==> src/rtl/send_packet_tx_pkg.sv <==
// rtl/send_packet_tx_pkg.sv - PID constants, Tx control codes and FSM encoding for the send-packet path
package send_packet_tx_pkg;

    localparam logic [3:0] PID_OUT   = 4'h1;
    localparam logic [3:0] PID_IN    = 4'h9;
    localparam logic [3:0] PID_SOF   = 4'h5;
    localparam logic [3:0] PID_SETUP = 4'hD;
    localparam logic [3:0] PID_PING  = 4'h4;
    localparam logic [3:0] PID_DATA0 = 4'h3;
    localparam logic [3:0] PID_DATA1 = 4'hB;
    localparam logic [3:0] PID_ACK   = 4'h2;
    localparam logic [3:0] PID_NAK   = 4'hA;
    localparam logic [3:0] PID_STALL = 4'hE;

    localparam logic [7:0] SOP_CNTL_CODE  = 8'h01;
    localparam logic [7:0] DATA_CNTL_CODE = 8'h00;
    localparam logic [7:0] EOP_CNTL_CODE  = 8'h02;

    typedef enum logic [2:0] {
        ST_IDLE,
        ST_REQ,
        ST_PID,
        ST_BYTE1,
        ST_BYTE2,
        ST_DONE
    } tx_state_t;

    function automatic logic is_token(input logic [3:0] pid);
        return (pid == PID_OUT) || (pid == PID_IN) || (pid == PID_SETUP) ||
               (pid == PID_PING) || (pid == PID_SOF);
    endfunction

    function automatic logic is_data_pid(input logic [3:0] pid);
        return (pid == PID_DATA0) || (pid == PID_DATA1);
    endfunction

endpackage

==> src/rtl/usb_crc5.sv <==
// rtl/usb_crc5.sv - combinational USB token CRC5 over an 11-bit field
module usb_crc5 (
    input  logic [10:0] data,
    output logic [4:0]  crc
);

    logic [4:0] lfsr;
    logic       fb;

    always_comb begin
        lfsr = 5'h1f;
        fb   = 1'b0;
        for (int i = 0; i < 11; i++) begin
            fb   = data[i] ^ lfsr[4];
            lfsr = {lfsr[3:0], 1'b0} ^ ({5{fb}} & 5'b00101);
        end
        // Bit-reversed so crc[0] lands on the byte bit transmitted first.
        crc = ~{lfsr[0], lfsr[1], lfsr[2], lfsr[3], lfsr[4]};
    end

endmodule

==> src/rtl/send_packet_tx.sv <==
// rtl/send_packet_tx.sv - formats send-packet commands into USB bytes on the shared Tx port
module send_packet_tx
    import send_packet_tx_pkg::*;
#(
    parameter logic [7:0] SOP_CNTL  = SOP_CNTL_CODE,
    parameter logic [7:0] DATA_CNTL = DATA_CNTL_CODE,
    parameter logic [7:0] EOP_CNTL  = EOP_CNTL_CODE
) (
    input  logic        clk,
    input  logic        rst,
    input  logic [3:0]  sendPacketPID,
    input  logic        sendPacketWEnable,
    input  logic [6:0]  TxAddr,
    input  logic [3:0]  TxEndP,
    input  logic [10:0] frameNum,
    output logic        sendPacketRdy,
    output logic        TxPortReq,
    input  logic        TxPortGnt,
    input  logic        TxPortRdy,
    output logic        TxPortWEn,
    output logic [7:0]  TxPortData,
    output logic [7:0]  TxPortCntl
);

    tx_state_t   state;
    logic [3:0]  pid_q;
    logic [6:0]  addr_q;
    logic [3:0]  endp_q;
    logic [10:0] frame_q;
    logic        sof_q;
    logic [10:0] crc_field;
    logic [4:0]  crc5;
    logic        can_write;

    assign crc_field = sof_q ? frame_q : {endp_q, addr_q};

    usb_crc5 u_crc5 (
        .data (crc_field),
        .crc  (crc5)
    );

    // The WEn guard keeps a gap cycle between bytes even if the port holds Rdy high.
    assign can_write = TxPortGnt && TxPortRdy && !TxPortWEn;

    always_ff @(posedge clk or posedge rst) begin
        if (rst) begin
            state         <= ST_IDLE;
            sendPacketRdy <= 1'b1;
            TxPortReq     <= 1'b0;
            TxPortWEn     <= 1'b0;
            TxPortData    <= 8'h00;
            TxPortCntl    <= 8'h00;
            pid_q         <= 4'h0;
            addr_q        <= 7'h00;
            endp_q        <= 4'h0;
            frame_q       <= 11'h000;
            sof_q         <= 1'b0;
        end else begin
            TxPortWEn <= 1'b0;
            case (state)
                ST_IDLE: begin
                    if (sendPacketWEnable) begin
                        pid_q         <= sendPacketPID;
                        addr_q        <= TxAddr;
                        endp_q        <= TxEndP;
                        frame_q       <= frameNum;
                        sof_q         <= (sendPacketPID == PID_SOF);
                        sendPacketRdy <= 1'b0;
                        TxPortReq     <= 1'b1;
                        state         <= ST_REQ;
                    end
                end
                ST_REQ: begin
                    if (TxPortGnt) begin
                        state <= ST_PID;
                    end
                end
                ST_PID: begin
                    if (can_write) begin
                        TxPortWEn  <= 1'b1;
                        TxPortData <= {~pid_q, pid_q};
                        if (is_token(pid_q) || is_data_pid(pid_q)) begin
                            TxPortCntl <= SOP_CNTL;
                        end else begin
                            TxPortCntl <= SOP_CNTL | EOP_CNTL;
                        end
                        state <= is_token(pid_q) ? ST_BYTE1 : ST_DONE;
                    end
                end
                ST_BYTE1: begin
                    if (can_write) begin
                        TxPortWEn  <= 1'b1;
                        TxPortData <= sof_q ? frame_q[7:0] : {endp_q[0], addr_q};
                        TxPortCntl <= DATA_CNTL;
                        state      <= ST_BYTE2;
                    end
                end
                ST_BYTE2: begin
                    if (can_write) begin
                        TxPortWEn  <= 1'b1;
                        TxPortData <= sof_q ? {crc5, frame_q[10:8]} : {crc5, endp_q[3:1]};
                        TxPortCntl <= EOP_CNTL;
                        state      <= ST_DONE;
                    end
                end
                ST_DONE: begin
                    TxPortReq     <= 1'b0;
                    sendPacketRdy <= 1'b1;
                    state         <= ST_IDLE;
                end
                default: begin
                    state <= ST_IDLE;
                end
            endcase
        end
    end

endmodule
==> config.mk <==
export PLATFORM = sky130hd
export DESIGN_NAME = send_packet_tx
export DESIGN_NICKNAME = d
export VERILOG_FILES = /design/src/rtl/send_packet_tx_pkg.sv /design/src/rtl/usb_crc5.sv /design/src/rtl/send_packet_tx.sv
export SDC_FILE = /design/constraint.sdc
export NUM_CORES = 1
export LEC_CHECK = 0
export CORE_MARGIN = 5
export CORE_UTILIZATION = 49
export CTS_BUF_LIST = sky130_fd_sc_hd__clkbuf_4
export CTS_CLUSTER_DIAMETER = 150
export CTS_CLUSTER_SIZE = 14
export DETAILED_ROUTE_END_ITERATION = 16
export HOLD_SLACK_MARGIN = 0.08
export PLACE_DENSITY = 0.8
export SLEW_MARGIN = 20
export SYNTH_ARGS = -nofsm -noshare
export SYNTH_HDL_FRONTEND = slang
export SYNTH_HIERARCHICAL = 1
export SYNTH_SLANG_ARGS = --single-unit
==> constraint.sdc <==
create_clock -name clk -period 2.43 [get_ports clk]
set_input_delay 0.243 -clock clk [delete_from_list [all_inputs] [get_ports clk]]
set_output_delay 0.243 -clock clk [all_outputs]
set_load 0.03 [all_outputs]
==> results.py <==
metrics = {
    "sta": {
        "hold_viol": 0,
        "fin_crit_ns": 2.34,
        "worst_slack_ns": 0.0898,
        "fmax_ghz": 0.427,
        "relSlewSlack_pct": 64.6,
        "clock_skew_ns": 0.0188,
        "rsz0062_at_grt": "no",
        "finalSetupViolations": 0,
        "tns_ns": 0,
        "worst_pin_slew_ns": 0.531,
        "slew_violations": 0,
        "holdWs_ns": 0.280,
        "fin_crit_sh_pct": 96.3,
    },
    "cts": {
        "path_clk_slew_ns": 0.14,
        "root_buffer": "clkbuf_4",
        "cts.sinks": 43,
        "clk_latency_ns": 0.36,
        "cts_hold_buf": 0,
        "cts.path.max_buffers": 2,
        "cts.htree.levels": 2,
        "cts_tree": "done",
        "cts-buffers-inserted": 5,
    },
    "route": {
        "ant_nets": 0,
        "drt-initial-drc-count": 51,
        "drt-vias-per-instance": 5.38,
        "drt_wl_total_microns": 4350,
        "wl_per_cell_microns": 15.2,
        "dr.pass1.iters": 4,
        "drc": 0,
        "via_count": 1540,
    },
    "setup_path": {
        "worstPathArrival_ns": 2.59,
        "required_ns": 2.68,
        "reg2reg_slack_ns": 0.09,
        "worstSetupPathType": "flop to flop",
        "critPathCaptureType": "flop",
        "rr_endpoint": "TxPortData[4]$_DFFE_PP0P_",
        "crit_path_start": "sof_q$_DFFE_PP0P_",
        "critPathLaunchType": "flop",
        "critPathMaxFanout": 11,
        "crit_end": "TxPortData[4]$_DFFE_PP0P_",
        "rr_worst_depth": 7,
        "regToRegStartpoint": "sof_q$_DFFE_PP0P_",
    },
    "synthesis": {
        "synthCells": 186,
        "syn_area_sq_um": 2250,
        "synth_cell_types": 39,
        "ys_warn_count": 6,
        "yosysSeqAreaShare_pct": 47.8,
        "synth_edf_count": 0,
        "ys.flop_type": "dfrtp_1",
        "postSynth.asyncResetShare_pct": 100,
        "ys_ff_latch": 43,
        "avgSynthCellArea_sq_um": 12.1,
    },
    "place": {
        "place_area_sq_um": 2690,
        "place_inst": 275,
        "dp.final_hpwl_microns": 3270,
        "globalplace.congestion": 0.832,
        "place_ws_ns": 0.0424,
        "portBuffers": 43,
    },
    "global_route": {
        "grt_max_degree": 44,
        "grt_pass1_vias": 1534,
        "gr-total-overflow": 0,
        "grt_pass1_wl_microns": 7410,
        "track_usage_pct": 15.3,
        "antenna_found_initial": 0,
    },
    "hold_path": {
        "hold_path_class": "primary input to async pin",
    },
    "final_layout": {
        "insertedDiodeCount": 0,
        "nets": 264,
        "final_cells": 286,
        "fin_util_pct": 62.8,
        "drive_gt1_share_pct": 26.1,
        "fillCellCount": 381,
        "finish.instance_area_sq_um": 2770,
        "syn_to_final_growth_pct": 22.9,
    },
    "floorplan": {
        "rows": 24,
        "start_util_pct": 51.1,
        "core_sq_um": 4410,
        "dieArea_sq_um": 6060,
        "die_w_microns": 77.8,
        "pin_count": 50,
        "die_h_microns": 77.8,
    },
    "pwr": {
        "finalPower_mw": 4.10,
        "power_density_nw_per_um2": 1480,
        "peakVddDrop_v": 0.000960,
        "p_leak_nw": 1.15,
    },
    "job": {
        "drv_cap": 0,
    },
    "status": {
        "outcome": "completed",
    },
}
per-layer routing:
metal | GRT usage [%] | part of all wire (%) | up-vias
li1 | - | - | 744
met1 | 19.0 | 42 | 749
met2 | 25.4 | 50 | 40
met3 | 4.05 | 6.2 | 7
met4 | 5.67 | 1.3 | 0
met5 | 0 | 0 | -
logic make-up after synthesis:
group	after synthesis	synth area share, %
muxes	37	18.5
buffers and inverters	17	4.99
AOI/OAI and AO/OA	34	10.3
DFF	43	47.8
other	1	0.166
xor gates and xnor gates	18	9.21
and+or+nand+nor	36	9.05
cells in the mapped netlist, types with 3 or more instances:
library cell   n  area, sq um
a221oi_1       3         26.3
inv_1          3         11.3
buf_4         10         75.1
mux2_2        36          405
nor3_1         4         20.0
xnor2_1        6         52.6
buf_2          3         15.0
nor2_1        15         56.3
o21ai_0        6         30.0
a31oi_1        4         25.0
a22oi_1        4         30.0
xor2_1         7         61.3
dfrtp_1       42         1050
a21oi_1        9         45.0
nand2_1        6         22.5
registers in the layout (all words and copies together) (netlist names):
name           flops
TxPortCntl         2
TxPortWEn          1
TxPortData         8
sof_q              1
TxPortReq          1
frame_q           11
state              3
addr_q             7
sendPacketRdy      1
pid_q              4
endp_q             4
report_power, final:
part	internal (mW)	switching (mW)
sequential	1.06	0.288
clock	0.135	0.225
combinational	1.27	1.12
worst min path at each step:
| stage | start | endpoint | slack (ns) | cells past startpoint |
|---|---|---|---|---|
| final | rst | frame_q[4]$_DFFE_PP0P_ | 0.28 | 3 |
| after global routing | rst | state[1]$_DFFE_PP0P_ | 0.35 | 3 |
| after CTS | rst | state[1]$_DFFE_PP0P_ | 0.31 | 3 |
| after detailed placement | frame_q[7]$_DFFE_PP0P_ | frame_q[7]$_DFFE_PP0P_ | 0.49 | 1 |
| after global placement | frame_q[6]$_DFFE_PP0P_ | frame_q[6]$_DFFE_PP0P_ | 0.47 | 1 |
| after floorplan | sendPacketPID[2] | pid_q[2]$_DFFE_PP0P_ | 0.36 | 2 |
area by class of cell:
class                   instances  area [sq um]  share of cell area [%]
multi-input cells             131          1080                    39.1
flip-flops and latches         43          1080                    38.9
repair buffers                 49           475                    17.2
well taps                      52          65.1                    2.35
clock buffers                   7          52.6                    1.90
inverters                       3          11.3                   0.406
clock inverters                 1          5.00                   0.181
cells in the final DEF, fill, tap and decap left out, types with 2 or more instances in the layout:
cell	instances
clkdlybuf4s50_1	43
xnor3_1	2
buf_4	6
o21bai_1	2
nand2_1	6
a21oi_1	9
xor2_1	7
nor3_1	4
nor2_1	15
xnor2_1	6
xnor2_2	2
clkbuf_4	7
dfrtp_1	41
nor2b_1	2
a221oi_1	3
inv_1	3
o21ai_0	6
conb_1	6
a22oi_1	4
a31oi_1	4
mux2_2	36
critical path, cell delays in order (launching register included):
cell	delay [ns]
dfrtp_2	0.51
buf_4	0.16
mux2_2	0.37
xor2_2	0.21
xnor2_2	0.23
xnor3_1	0.36
a221oi_1	0.28
a21oi_1	0.10
timing repair:
action	in CTS	in global routing
gates resized for setup	0	1
endpoints found under the setup margin	0	3
setup buffers	0	3
No activity file was read; power rests on OpenSTA's default activity.
